## config.mk

```make
export PLATFORM = sky130hd
export DESIGN_NAME = pipe_stage_reg
export DESIGN_NICKNAME = d
export VERILOG_FILES = /design/src/rtl/pipe_stage_reg.sv
export SDC_FILE = /design/constraint.sdc
export NUM_CORES = 1
export LEC_CHECK = 0
export ABC_AREA = 1
export BUFFER_PORTS_ARGS = -buffer_cell sky130_fd_sc_hd__buf_2
export CORE_ASPECT_RATIO = 0.8
export CORE_MARGIN = 2
export CORE_UTILIZATION = 41
export CTS_CLUSTER_DIAMETER = 30
export DETAILED_ROUTE_END_ITERATION = 10
export PLACE_DENSITY_LB_ADDON = 0.15
export SYNTH_ARGS = -nofsm -noshare
export SYNTH_HDL_FRONTEND = slang
export SYNTH_SLANG_ARGS = --single-unit
```

## constraint.sdc

```tcl
create_clock -name clk_i -period 2.75 [get_ports clk_i]
set_input_delay 0.4125 -clock clk_i [delete_from_list [all_inputs] [get_ports clk_i]]
set_output_delay 0.4125 -clock clk_i [all_outputs]
set_load 0.01 [all_outputs]
```

## src/rtl/pipe_stage_reg.sv

```systemverilog
// pipe_stage_reg: generic valid/ready pipeline-stage register carrying an
// instruction word, PC and sideband payload between two core stages.
// Supports back-pressure, flush with NOP-bubble insertion and an occupancy
// count.
// Optional feature macro: PIPE_SKID_EN. When defined, a second (skid) entry is
// added so that ready_o becomes a pure register output with no combinational
// path from ready_i. When undefined, the stage holds a single entry.
module pipe_stage_reg #(
    parameter int                 INST_W   = 32,
    parameter int                 ADDR_W   = 32,
    parameter int                 SIDE_W   = 8,
    parameter logic [INST_W-1:0]  NOP_INST = INST_W'(32'h0000_0013)
) (
    input  logic              clk_i,
    input  logic              rst_i,
    input  logic              valid_i,
    output logic              ready_o,
    input  logic [INST_W-1:0] instr_i,
    input  logic [ADDR_W-1:0] pc_i,
    input  logic [SIDE_W-1:0] side_i,
    input  logic              flush_i,
    output logic              valid_o,
    input  logic              ready_i,
    output logic [INST_W-1:0] instr_o,
    output logic [ADDR_W-1:0] pc_o,
    output logic [SIDE_W-1:0] side_o,
    output logic [1:0]        count_o
);

    // Main entry M: drives the outputs directly
    logic              vld_p0;
    logic [INST_W-1:0] instr_p0;
    logic [ADDR_W-1:0] pc_p0;
    logic [SIDE_W-1:0] side_p0;
    logic [1:0]        cnt_p0;

    logic              vld_p0_nxt;
    logic [INST_W-1:0] instr_p0_nxt;
    logic [ADDR_W-1:0] pc_p0_nxt;
    logic [SIDE_W-1:0] side_p0_nxt;
    logic [1:0]        cnt_p0_nxt;

    logic              accept;
    logic              release_m;

`ifdef PIPE_SKID_EN
    // Skid entry S: only ever occupied while M is also occupied
    logic              vld_p1;
    logic [INST_W-1:0] instr_p1;
    logic [ADDR_W-1:0] pc_p1;
    logic [SIDE_W-1:0] side_p1;
    logic              rdy_p0;

    logic              vld_p1_nxt;
    logic              load_p1;

    assign ready_o = rdy_p0;
`else
    // Single entry: can take a beat whenever M is empty or draining this cycle
    assign ready_o = ready_i || !vld_p0;
`endif

    assign accept    = valid_i && ready_o;
    assign release_m = vld_p0 && ready_i;

    // Next-state selection for occupancy and main-entry payload; flush wins
    always_comb begin
        vld_p0_nxt   = vld_p0;
        instr_p0_nxt = instr_p0;
        pc_p0_nxt    = pc_p0;
        side_p0_nxt  = side_p0;
`ifdef PIPE_SKID_EN
        vld_p1_nxt   = vld_p1;
        load_p1      = 1'b0;
`endif
        if (flush_i) begin
            // Bubble insertion: pc is left holding its last value
            vld_p0_nxt   = 1'b0;
            instr_p0_nxt = NOP_INST;
            side_p0_nxt  = '0;
`ifdef PIPE_SKID_EN
            vld_p1_nxt   = 1'b0;
`endif
        end else if (!vld_p0 || release_m) begin
`ifdef PIPE_SKID_EN
            if (vld_p1) begin
                // Oldest beat moves forward; a new beat backfills the skid slot
                vld_p0_nxt   = 1'b1;
                instr_p0_nxt = instr_p1;
                pc_p0_nxt    = pc_p1;
                side_p0_nxt  = side_p1;
                vld_p1_nxt   = accept;
                load_p1      = accept;
            end else
`endif
            if (accept) begin
                vld_p0_nxt   = 1'b1;
                instr_p0_nxt = instr_i;
                pc_p0_nxt    = pc_i;
                side_p0_nxt  = side_i;
            end else begin
                vld_p0_nxt   = 1'b0;
                instr_p0_nxt = NOP_INST;
                side_p0_nxt  = '0;
            end
        end else begin
`ifdef PIPE_SKID_EN
            // M stalled: an accepted beat can only be parked in S
            if (accept) begin
                vld_p1_nxt = 1'b1;
                load_p1    = 1'b1;
            end
`endif
        end

`ifdef PIPE_SKID_EN
        cnt_p0_nxt = {vld_p1_nxt, vld_p0_nxt && !vld_p1_nxt};
`else
        cnt_p0_nxt = {1'b0, vld_p0_nxt};
`endif
    end

    // Main-entry registers; reset clears them so idle outputs read as a bubble
    always_ff @(posedge clk_i or posedge rst_i) begin
        if (rst_i) begin
            vld_p0   <= 1'b0;
            instr_p0 <= NOP_INST;
            pc_p0    <= '0;
            side_p0  <= '0;
            cnt_p0   <= 2'd0;
        end else begin
            vld_p0   <= vld_p0_nxt;
            instr_p0 <= instr_p0_nxt;
            pc_p0    <= pc_p0_nxt;
            side_p0  <= side_p0_nxt;
            cnt_p0   <= cnt_p0_nxt;
        end
    end

`ifdef PIPE_SKID_EN
    // Skid occupancy and registered ready (low only when both entries are full)
    always_ff @(posedge clk_i or posedge rst_i) begin
        if (rst_i) begin
            vld_p1 <= 1'b0;
            rdy_p0 <= 1'b1;
        end else begin
            vld_p1 <= vld_p1_nxt;
            rdy_p0 <= !vld_p1_nxt;
        end
    end

    // Skid payload is only meaningful while vld_p1 is set, so it is not reset
    always_ff @(posedge clk_i) begin
        if (load_p1) begin
            instr_p1 <= instr_i;
            pc_p1    <= pc_i;
            side_p1  <= side_i;
        end
    end
`endif

    assign valid_o = vld_p0;
    assign instr_o = instr_p0;
    assign pc_o    = pc_p0;
    assign side_o  = side_p0;
    assign count_o = cnt_p0;

endmodule

```

# Yosys cells after proc, flatten, opt, wreduce, memory -nomap -nowiden

Cells that the tools add are included.

Logic and storage cells: 21
Output and inout port bits: 76
Input port bits: 77
Bits in registers: 73

Reductions and logical operators: 7
Bitwise logic cells: 1
Muxes and demuxes: 9

Operators with widths:

| cell                | number |
|---|---|
| 2-to-1 mux 32 bit   | 3 |
| 2-to-1 mux 8 bit    | 3 |
| 2-to-1 mux 1 bit    | 3 |
| AND reduction 3 bit | 1 |
| logical AND 1 bit   | 2 |
| logical OR 1 bit    | 2 |
| nonzero test 2 bit  | 1 |
| logical NOT 1 bit   | 1 |
| inverter 1 bit      | 1 |

# Logic depth before layout (Yosys ltp)

Depth after elaboration: 6
Depth in mapped cells: 6
Mapped depth without buffers: 5

# Worst setup path after synthesis

Ideal clock, no wire load.

Kind: flip-flop to output port
Start: register count_o[0] (netlist name)
End: output port ready_o
Required time: 2.338 ns
Path buffers: 1
Arrival: 0.739 ns
Path slack: 1.598 ns
Cell stages (with the launch flop): 3
Path through: dfrtp_1 nand2_1 buf_2

RTL lines:

| what          | RTL line | RTL |
|---|---|---|
| end, declared | 17       | `output logic ready_o,` |

==> metrics <==
vias in the first global route=2,631; Cells after Synth=337; critical path cell sequence=nand2_2 > buf_2; cell leakage power=2.42 nW; critical path class=flip-flop to output port; antenna violations before repair=0; min Tclk post-route=1.73 ns; chip height=approximately 81 um; fmax=579 MHz; DR iter-0 viols=between 100 and 150; first-pass GRT wire length=roughly 13 mm; syn nets=414; Crit-path slowest cell=dfrtp_1; Total GRT Usage=0.208; clock sink count=73; Slew Limit Fails=0; Cell variety after synth=14; RSZ-0062 raised after global routing=no; pin count of the biggest net entering global routing=74; Power Density=635 mW/mm^2; flop-to-flop setup slack=1.16 ns; total power=2.56 mW; Comb power frac=0.153; gpl congestion=around 0.8; Max Root-Sink Buffers=2; hold_buf cts=0; final setup vio count=0; final hold vios=0; Switching Fraction=0.264; FF-to-FF End=pc_o[9]; Synth Cell Area=0.00303 mm^2; Die Footprint=just over 0.008 mm^2; Nets=555; area of the core=0.00703 mm^2; part of the Yosys area used for sequential elements=0.605; post-cts resize count=0; Max stage delay on crit path=0.41 ns; TritonCTS clock tree=done; post-CTS setup buffers=0; Clock Latency Late Sink=0.34 ns; IO buf count=151; crit start category=flip-flop; FF+latch count, synth=73; Worst Skew=0.00586 ns; 1st-pass router iterations=4; status=finished, final reports clean; Flop pwr share=0.477; CP endpoint kind=output port; switching pwr=0.677 mW; Row Count=27; Rel. slew slack=0.616; clock power share=0.370; Area Growth Syn to Fin=33.3%; DP HPWL=5.49 mm; antenna cells=0; critical path peak fanout=22; clock-pin slew on the worst setup and hold paths=~0.08 ns; routed via count=approximately 2.8k; Setup TNS=0 ns; via/cell ratio=4.93; max-cap viol count=0; Remaining Overflow, GRT=0; reg2reg path depth=4; Critical path origin=count_o[0]; DRC viols=0; fraction of layout cells with a size suffix above 1=0.381; WP data arrival=1.32 ns; effective utilization at floorplan=0.431; WL per Instance=roughly 14 um; Avg Inst Size Synth=8.98 um^2; CP Data Required Time=2.34 ns; final worst-path cycle share=0.628; Ports=153; Internal=1.88 mW; VDD IR-drop max=0.350 mV; Clk Tree Root Cell=clkbuf_8; worst slew pin tran=between 0.5 and 0.6 ns; Max H-tree Level=3; Chip Width=100 um; HP Class=primary input to async pin; Yosys warning count=0; Post-DRT Antenna Nets=0; r2r startpoint=count_o[0]; Routed WL=8.19 mm; clock buffer count from CTS=9; Filler Cell Count=687
per-layer routing:
layer	part of all wire	track usage
met5	0	0
met4	0.0090	0.0452
met3	0.078	0.0783
met2	0.45	0.311
met1	0.46	0.292
placed cells by master, fill, tap and decap left out:
cell / synthesis / layout
inv_2: 2 / 3
conb_1: 1 / 1
inv_1: 12 / 11
nand2_1: 105 / 104
dfstp_2: 3 / 3
buf_4: 9 / 6
nor2_2: 0 / 1
clkbuf_8: 0 / 11
dfrtp_1: 70 / 70
a21oi_1: 1 / 1
clkinv_2: 0 / 2
buf_2: 15 / 151
nand2_2: 1 / 2
buf_12: 0 / 1
nand3_1: 112 / 112
clkinvlp_4: 0 / 1
nor2_4: 1 / 1
bufinv_16: 0 / 2
how the worst max path moves through the flow:
stage / endpoint / depth (start not counted)
3_3_place_gp: pc_o[0] / 5
6_report: ready_o / 2
4_1_cts: ready_o / 2
2_1_floorplan: count_o[0] / 1
3_5_place_dp: pc_o[11] / 5
5_1_grt: ready_o / 2
critical path: cells and delay by family, from the launching register on:
kind,cells,cell delay (ns)
buffers and inverters,1,0.22
flip-flops,1,0.41
AND/OR/NAND/NOR,1,0.35
cells in the mapped netlist:
master,number,area (um^2)
clkbuf_1,4,15.0
inv_2,2,7.51
nand3_1,112,561
buf_2,15,75.1
buf_4,9,67.6
nor2_4,1,11.3
nand2_2,1,6.26
nor2_1,1,3.75
dfstp_2,3,78.8
a21oi_1,1,5.00
nand2_1,105,394
conb_1,1,3.75
dfrtp_1,70,1750
inv_1,12,45.0
layout make-up:
class	count	area [um^2]	area share
multi-input cells	222	990	0.245
clock inverters	5	77.6	0.0192
inverters	14	52.6	0.0130
repair buffers	158	821	0.204
flip-flops and latches	73	1830	0.454
clock buffers	11	151	0.0376
well taps	87	109	0.0270
power groups by stage:
stage,clock network (mW),logic [mW],registers [mW]
floorplan,0,0.157,1.28
global placement,0,0.389,1.24
detailed placement,0,0.397,1.24
CTS,0.969,0.397,1.22
global route,1.02,0.439,1.23
finish,0.947,0.391,1.22
state kept, by name, summed over array words and instances, names as in the netlist:
register / count
instr_o: 32
count_o: 1
side_o: 8
pc_o: 32
per-stage QoR:
| step | cells | hold WS [ns] | setup slack [ns] | instance area, um^2 | utilization |
|---|---|---|---|---|---|
| floorplan | 337 | 0.476 | 0.489 | 3030 | - |
| global placement | 554 | 0.452 | 0.898 | 3800 | 0.541 |
| detailed placement | 554 | 0.453 | 0.873 | 3800 | 0.541 |
| CTS | 570 | 0.152 | 1.00 | 4030 | 0.574 |
| global route | 570 | 0.164 | 0.908 | 4030 | 0.574 |
| finish | 570 | 0.132 | 1.02 | 4030 | 0.574 |
kinds of logic (layout without fill, tap and decap cells):
group,after synthesis,after routing,synth area share
other,1,1,0.00124
AOI/OAI and AO/OA,1,1,0.00165
DFF,73,73,0.605
and+or+nand+nor,220,220,0.323
buffers and inverters,42,188,0.0695
Power figures use the tool's default switching activity.
